===== src/rtl/imem_loader_pkg.sv =====
// Shared types and constants for the instruction-memory loader.
// Holds the FSM state enum, default parameters and checksum seed.
package imem_loader_pkg;

  localparam int DEF_ADDR_W = 8;
  localparam int DEF_TIMEOUT = 50000;
  localparam logic [7:0] CHECK_XOR_INIT = 8'h00;

  typedef enum logic [2:0] {
    S_IDLE,
    S_HEADER,
    S_RECV,
    S_WRITE,
    S_CHECK,
    S_DONE,
    S_ERROR
  } state_e;

endpackage


===== src/rtl/loader_timer.sv =====
// Idle-cycle watchdog for the loader byte stream.
// Ports: clk, rst, clear, enable in; expired out (fires on the edge reaching TIMEOUT).
module loader_timer
  import imem_loader_pkg::*;
#(
  parameter int TIMEOUT = DEF_TIMEOUT
) (
  input  logic clk,
  input  logic rst,
  input  logic clear,
  input  logic enable,
  output logic expired
);

  localparam int CW = $clog2(TIMEOUT + 1);

  logic [CW-1:0] cnt_q;
  logic [CW-1:0] cnt_d;

  // Clear has priority, so a byte arriving on the final cycle cancels the timeout.
  assign expired = enable && !clear &&
                   (cnt_q == CW'(TIMEOUT - 1));

  always_comb begin
    cnt_d = cnt_q;
    if (clear) begin
      cnt_d = '0;
    end else if (enable) begin
      cnt_d = cnt_q + 1'b1;
    end
  end

  always_ff @(posedge clk) begin
    if (rst) begin
      cnt_q <= '0;
    end else begin
      cnt_q <= cnt_d;
    end
  end

endmodule


===== src/rtl/imem_loader.sv =====
// Streams a checksummed program image into IMEM while holding the CPU.
// Ports: SYS_clk/SYS_rst, load_start/load_base, byte_valid/ready/data in,
// imem_we/addr/wdata out, cpu_hold, done, err, words_loaded status.
module imem_loader
  import imem_loader_pkg::*;
#(
  parameter int ADDR_W = DEF_ADDR_W,
  parameter int TIMEOUT = DEF_TIMEOUT
) (
  input  logic              SYS_clk,
  input  logic              SYS_rst,
  input  logic              load_start,
  input  logic [ADDR_W-1:0] load_base,
  input  logic              byte_valid,
  input  logic [7:0]        byte_data,
  output logic              byte_ready,
  output logic              imem_we,
  output logic [ADDR_W-1:0] imem_addr,
  output logic [31:0]       imem_wdata,
  output logic              cpu_hold,
  output logic              done,
  output logic              err,
  output logic [7:0]        words_loaded
);

  state_e state_q, state_d;
  logic [ADDR_W-1:0] addr_q, addr_d;
  logic [31:0] word_q, word_d;
  logic [7:0] rem_q, rem_d;
  logic [7:0] words_q, words_d;
  logic [7:0] csum_q, csum_d;
  logic [1:0] idx_q, idx_d;

  logic accept;
  logic enter_hdr;
  logic expired;

  assign byte_ready = (state_q == S_HEADER) ||
                      (state_q == S_RECV) ||
                      (state_q == S_CHECK);
  assign accept = byte_valid && byte_ready;

  assign imem_we = (state_q == S_WRITE);
  assign imem_addr = addr_q;
  assign imem_wdata = word_q;
  assign cpu_hold = (state_q != S_IDLE) &&
                    (state_q != S_DONE);
  assign done = (state_q == S_DONE);
  assign err = (state_q == S_ERROR);
  assign words_loaded = words_q;

  loader_timer #(
    .TIMEOUT(TIMEOUT)
  ) u_timer (
    .clk    (SYS_clk),
    .rst    (SYS_rst),
    .clear  (enter_hdr || accept),
    .enable (byte_ready),
    .expired(expired)
  );

  always_comb begin
    state_d = state_q;
    addr_d = addr_q;
    word_d = word_q;
    rem_d = rem_q;
    words_d = words_q;
    csum_d = csum_q;
    idx_d = idx_q;
    enter_hdr = 1'b0;
    unique case (state_q)
      S_IDLE, S_DONE, S_ERROR: begin
        if (load_start) begin
          enter_hdr = 1'b1;
          state_d = S_HEADER;
          addr_d = load_base;
          words_d = '0;
          csum_d = CHECK_XOR_INIT;
          idx_d = '0;
        end
      end
      S_HEADER: begin
        if (accept) begin
          rem_d = byte_data;
          csum_d = csum_q ^ byte_data;
          state_d = (byte_data == 8'd0) ? S_ERROR : S_RECV;
        end else if (expired) begin
          state_d = S_ERROR;
        end
      end
      S_RECV: begin
        if (accept) begin
          word_d = {word_q[23:0], byte_data};
          csum_d = csum_q ^ byte_data;
          idx_d = idx_q + 2'd1;
          if (idx_q == 2'd3) begin
            state_d = S_WRITE;
          end
        end else if (expired) begin
          state_d = S_ERROR;
        end
      end
      S_WRITE: begin
        addr_d = addr_q + 1'b1;
        words_d = words_q + 8'd1;
        rem_d = rem_q - 8'd1;
        state_d = (rem_q == 8'd1) ? S_CHECK : S_RECV;
      end
      S_CHECK: begin
        if (accept) begin
          state_d = (byte_data == csum_q) ? S_DONE : S_ERROR;
        end else if (expired) begin
          state_d = S_ERROR;
        end
      end
      default: state_d = S_IDLE;
    endcase
  end

  always_ff @(posedge SYS_clk) begin
    if (SYS_rst) begin
      state_q <= S_IDLE;
      addr_q <= '0;
      word_q <= '0;
      rem_q <= '0;
      words_q <= '0;
      csum_q <= CHECK_XOR_INIT;
      idx_q <= '0;
    end else begin
      state_q <= state_d;
      addr_q <= addr_d;
      word_q <= word_d;
      rem_q <= rem_d;
      words_q <= words_d;
      csum_q <= csum_d;
      idx_q <= idx_d;
    end
  end

endmodule

===== config.mk =====
export PLATFORM = sky130hd
export DESIGN_NAME = imem_loader
export DESIGN_NICKNAME = d
export VERILOG_FILES = /design/src/rtl/imem_loader_pkg.sv /design/src/rtl/loader_timer.sv /design/src/rtl/imem_loader.sv
export SDC_FILE = /design/constraint.sdc
export NUM_CORES = 1
export LEC_CHECK = 0
export BUFFER_PORTS_ARGS = -buffer_cell sky130_fd_sc_hd__buf_2
export CORE_MARGIN = 1.5
export CORE_UTILIZATION = 51
export DETAILED_ROUTE_END_ITERATION = 8
export MAX_ROUTING_LAYER = met4
export PLACE_DENSITY = 0.82
export SLEW_MARGIN = 10
export SYNTH_ARGS = -nofsm -noshare
export SYNTH_HDL_FRONTEND = slang
export SYNTH_SLANG_ARGS = --single-unit
export TNS_END_PERCENT = 30

===== constraint.sdc =====
create_clock -name SYS_clk -period 2.2 [get_ports SYS_clk]
set_clock_uncertainty 0.05 [all_clocks]
set_input_delay 0.33 -clock SYS_clk [delete_from_list [all_inputs] [get_ports SYS_clk]]
set_output_delay 0.33 -clock SYS_clk [all_outputs]
set_load 0.005 [all_outputs]

# Yosys cells after proc, flatten, opt, wreduce, memory -nomap -nowiden
# Cells that the tools add are included.
# classes
add_sub_neg,5
n_eq_ne,16
muxes,23
bitwise,1
reduce_logical,24
# op_table
cell,count
one-hot mux 8 bit (2 select lines),4
2-to-1 mux 8 bit,4
2-to-1 mux 3 bit,8
adder 16 x 1 -> 16 bit (second input constant),1
adder 8 x 1 -> 8 bit (second input constant),2
equality test 16 bit (second input constant),1
one-hot mux 3 bit (5 select lines),1
equality test 3 bit (second input constant),3
equality test 8 x 1 -> 1 bit (second input constant),1
equality test 8 bit,1
zero test 8 bit,1
AND reduction 2 bit,4
nonzero test 2 bit,4
subtractor 8 x 1 -> 8 bit (second input constant),1
XOR 8 bit,1
equality test 3 x 2 -> 1 bit (second input constant),2
2-to-1 mux 2 bit,3
inequality test 2 bit (second input constant),3
AND reduction 3 bit,2
logical AND 1 bit,4
one-hot mux 2 bit (2 select lines),1
OR reduction 2 bit,2
equality test 3 x 1 -> 1 bit (second input constant),1
zero test 3 bit,1
other kinds (10),13
# word_totals
regBits,85
in_bits,20
out_inout_bits,53
wordCells,77

# Depth between registers and ports, before layout
# depth
ltp_word,11
mapped_depth,9
ltp_nobuf,7

# Cells and area by module
# Synthesis repeated with hierarchy kept, for this count alone.
# hier_totals
cells_unflattened,512
area_unflattened_um2,4139.0
# modules_own_cells
mod,n_inst,cells_each,area_each_um2,seq_area_each_um2
imem_loader,1,427,3392.0,1381.3
loader_timer,1,85,747.0,320.3

# Worst setup path before layout
# OpenSTA, ideal clock, no wires.
# synth_timing
kind,flip-flop to flip-flop
start,register state_q[1]
end,register rem_q[4]
setup_ns,0.132
arrival_ns,1.600
required_ns,2.018
slack_ns,0.418
stages_incl_launch_ff,9
path_buffers,2
period_less_slack_ns,1.782
cell_sequence,dfxtp_1 > buf_4 > inv_1 > or3_1 > inv_1 > buf_4 > nand2_1 > o311ai_0 > a21oi_1
# synth_via
elab_chain_len,6
elab_cells_between_ends,11
classes_between,eq/ne (5); mux (1); reduce/logical (5)
# synth_lines
element,line,source
start: declaration,imem_loader.sv:26,"state_e state_q, state_d;"
start signal: assignment,imem_loader.sv:130,state_q <= state_d;
equality test 3 x 1 -> 1 bit / equality test 3 x 2 -> 1 bit (equally long branches),"imem_loader.sv:38, imem_loader.sv:71, imem_loader.sv:39",
logical OR 1 bit,imem_loader.sv:38,assign byte_ready = (state_q == S_HEADER) ||
logical OR 1 bit,imem_loader.sv:39,(state_q == S_RECV) ||
logical AND 1 bit,imem_loader.sv:41,assign accept = byte_valid && byte_ready;
inequality test 2 bit (no line),-,
AND reduction 2 bit (no line),-,
end signal: assignment,imem_loader.sv:133,rem_q <= rem_d;
end: declaration,imem_loader.sv:29,"logic [7:0] rem_q, rem_d;"
# Several ways; a longest one is shown, not always the timed one.
# A chain may end at the register's enable or synchronous reset.

# Final worst setup path
# layout_timing
start,register state_q[1]
end,output imem_we
# layout_via
elab_chain_len,1
# layout_lines
element,line,source
equality test 3 x 2 -> 1 bit,imem_loader.sv:43,assign imem_we = (state_q == S_WRITE);
end: declaration,imem_loader.sv:17,"output logic imem_we,"
# No other way between the ends.

==> impl_metrics.csv <==
group,metric,value,unit
worst_setup_path,cp-end-kind,"primary output",
final_layout,fillCellCount,712,
grt,grt-ovfl-total,0,
logic_synthesis,ys_top_cells_by_area,"dfxtp_1 42%, nand2_1 8.5%, a21oi_1 7.9%, nor2_1 5.7%, xnor2_1 2.8%",
logic_synthesis,ys_async_sr_fraction,0,%
sta,finalCriticalPeriod,2070,ps
grt,grt_pass1_wl,16600,um
sta,finalSetupViolations,0,
final_layout,area_delta_synth_final,17.8,%
final_layout,num_antenna_cells,0,
logic_synthesis,syn_area,4030,sq um
worst_setup_path,worstPathMaxFanout,10,
routing,routedWlPerCell,13.9,um
logic_synthesis,yosys.cell_count.top_type,"nand2_1",
die,core_area,7690,sq um
logic_synthesis,synth_compound_area_share,18.3,%
sta,max-slew-margin-rel,62.5,%
logic_synthesis,synth_ff_type,"dfxtp_1",
final_layout,multi_input_area,2150,sq um
worst_setup_path,cp.required,1820,ps
die,die-area,8450,sq um
run,maxCapViolCount,0,
worst_setup_path,path_cells,"inv_1 -> or3_4 -> inv_4 -> buf_4 -> buf_2",
grt,grt_antenna_before_repair,0,
logic_synthesis,synth_top_family_by_area,"simple AND/OR/NAND/NOR gates",
logic_synthesis,syn_nets,544,
logic_synthesis,synth_top_cell_area_share,42.2,%
place,pre_cts_ws,155,ps
outcome,status,"finished clean",
power,finalPower,3.22,mW
worst_setup_path,startpoint_type,"flop",
routing,vias,3895,
logic_synthesis,yosysWarnings,0,
routing,route.detailed.drc,0,
logic_synthesis,synth_cell_types,56,
clocking,root_buffer,"clkbuf_8",
sta,post-route-period-util,94.2,%
sta,setup_tns,0,ps
routing,dr.pass1.iters,5,
logic_synthesis,avgSynthCellArea,7.78,sq um
sta,hold_viol_final,0,
die,rows,32,
logic_synthesis,synth-xor-area-share,4.75,%
place,dpl_cell_area,4490,sq um
place,dp_hpwl,6770,um
final_layout,regArea,1700,sq um
hold_path,hold_path.class,"in -> reg",
routing,drt_wl_total,9640,um
logic_synthesis,synthAdderAreaFrac,1.86,%
clocking,numCtsBuffers,9,
logic_synthesis,synth-seq-area-share,42.2,%
place,io_buffer_count,72,
grt,grt_max_degree,36,
logic_synthesis,netlist_top_cells_count,"91 x nand2_1, 85 x dfxtp_1, 64 x a21oi_1",
logic_synthesis,muxShareOfSynthArea,1.05,%
power,powerDensity,678,nW/um^2
grt,grt_pass1_vias,3665,
routing,postRouteAntennaNets,0,
clocking,post-cts-setup-buffers,0,
clocking,worstSkewPairLatency,360,ps
worst_setup_path,path_delay_family,"buffers and inverters",
grt,grt_usage,24.5,%
worst_setup_path,slowest_stage,"or3_4",
clocking,cts_buffer_depth,2,
sta,rsz0062_at_grt,"false",
place,gp_congestion,0.983,
sta,whs,178,ps
logic_synthesis,syn_inst,518,
worst_setup_path,arrival,1690,ps
logic_synthesis,yosysTopAreaCell,"dfxtp_1",
power,power_leakage,1.88,nW
sta,worst_slack,129,ps
clocking,cts_tree,"yes",
logic_synthesis,synth-seq-cells,85,
routing,drtIter0Drc,228,
clocking,clk_transition_reported_paths,80,ps
final_layout,drive_gt1_share,19.4,%
routing,avgViaCountPerCell,5.64,
die,ios,73,
final_layout,post-route-cell-area,4750,sq um
worst_setup_path,path_buf_inv,4,
sta,max_freq,483,MHz
clocking,htreeDepth,3,
die,die_h,91.9,um
die,fp.dieW,91.9,um
power,peakVddDrop,292,uV
final_layout,fin_nets,610,
sta,drv_slew,0,
die,initial_core_util,52.5,%
clocking,cts.hold.buffers_added,0,
logic_synthesis,synth_edf_count,0,
sta,worst_pin_slew,562,ps
clocking,cts.sinks,85,
logic_synthesis,synth_simple_gate_area_share,27.1,%
worst_setup_path,setup.worst_path.class,"reg -> out",
worst_setup_path,max_stage_delay,400,ps
## logic make-up after synthesis
logic type / after synthesis
multiplexers: 4
AO/OA/AOI/OAI: 125
XOR/XNOR: 21
AND/OR/NAND/NOR: 232
adder cells (fa/ha/maj): 6
buffers and inverters: 45
flip-flops: 85
## sequential cells by signal, indices dropped and copies added (netlist names)
register and count:
csum_q 8, idx_q 2, imem_addr 8, imem_wdata 32, rem_q 8, state_q 3, u_timer.cnt_q 16, words_loaded 8
## repair_timing
action                                  4_1_cts  5_1_grt
pin swaps                                     0        0
gates resized for setup                       2        2
endpoints found under the setup margin        1        1
## through the flow
stage	instances	util (%)
finish	691	61.8
detailed placement	675	58.4
global route	691	61.8
CTS	691	61.7
global placement	675	58.4
floorplan	518	-
## cells in the final DEF, fill, tap and decap left out, types with 4 or more instances in the layout
master	netlist	final
nand2_1	91	91
dfxtp_1	85	84
buf_2	8	72
a21oi_1	64	64
nor2_1	61	61
o21ai_0	22	22
nor3_1	15	15
buf_4	3	15
xnor2_1	13	13
inv_1	12	11
nand3_1	9	9
and3_1	9	9
clkbuf_8	0	9
xor2_1	7	7
nor2b_1	7	7
a31oi_1	6	6
nand4_1	6	6
ha_1	6	6
nand2b_1	5	5
nor4_1	4	4
o22ai_1	4	4
a22oi_1	4	4
nor4b_1	4	4
nor3b_1	4	4
## layer usage
metal	vias to the layer above	track usage, %	part of all wire [%]
met3	19	4.98	5.0
met5	-	-	0
met2	115	39.7	48
li1	1937	-	-
met1	1824	30.8	46
met4	0	7.56	1.6
## worst register-to-register path, stage by stage, from the launching register on
cell and delay [ps]:
dfxtp_1 380, or4_1 590, nor4b_1 520, o22ai_1 140
nand3b_1 100, o41ai_1 70
## layout make-up
class / instances / area share [%]
timing repair buffer: 87 / 9.95
tap: 102 / 2.69
clock inverter: 7 / 2.69
sequential: 85 / 35.8
clock buffer: 9 / 2.61
multi-input combinational: 388 / 45.2
inverter: 13 / 1.08
## path summary, 6_finish.rpt
| check | startpoint | end | slack, ps | depth (start not counted) |
|---|---|---|---|---|
| worst max-delay path | state_q[1] | imem_we | 130 | 5 |
| worst min-delay path | load_base[7] | imem_addr[7] | 180 | 3 |
| worst max register to register | rem_q[2] | state_q[1] | 230 | 5 |
| worst min register to register | imem_wdata[30] | imem_wdata[30] | 410 | 2 |
## where the power goes
part | leakage (nW) | internal (mW) | switching, mW
Combinational | 1.06 | 0.0996 | 0.165
Sequential | 0.687 | 1.56 | 0.0241
Clock | 0.126 | 0.772 | 0.598
Total | 1.88 | 2.43 | 0.787
Power figures use the tool's default switching activity.
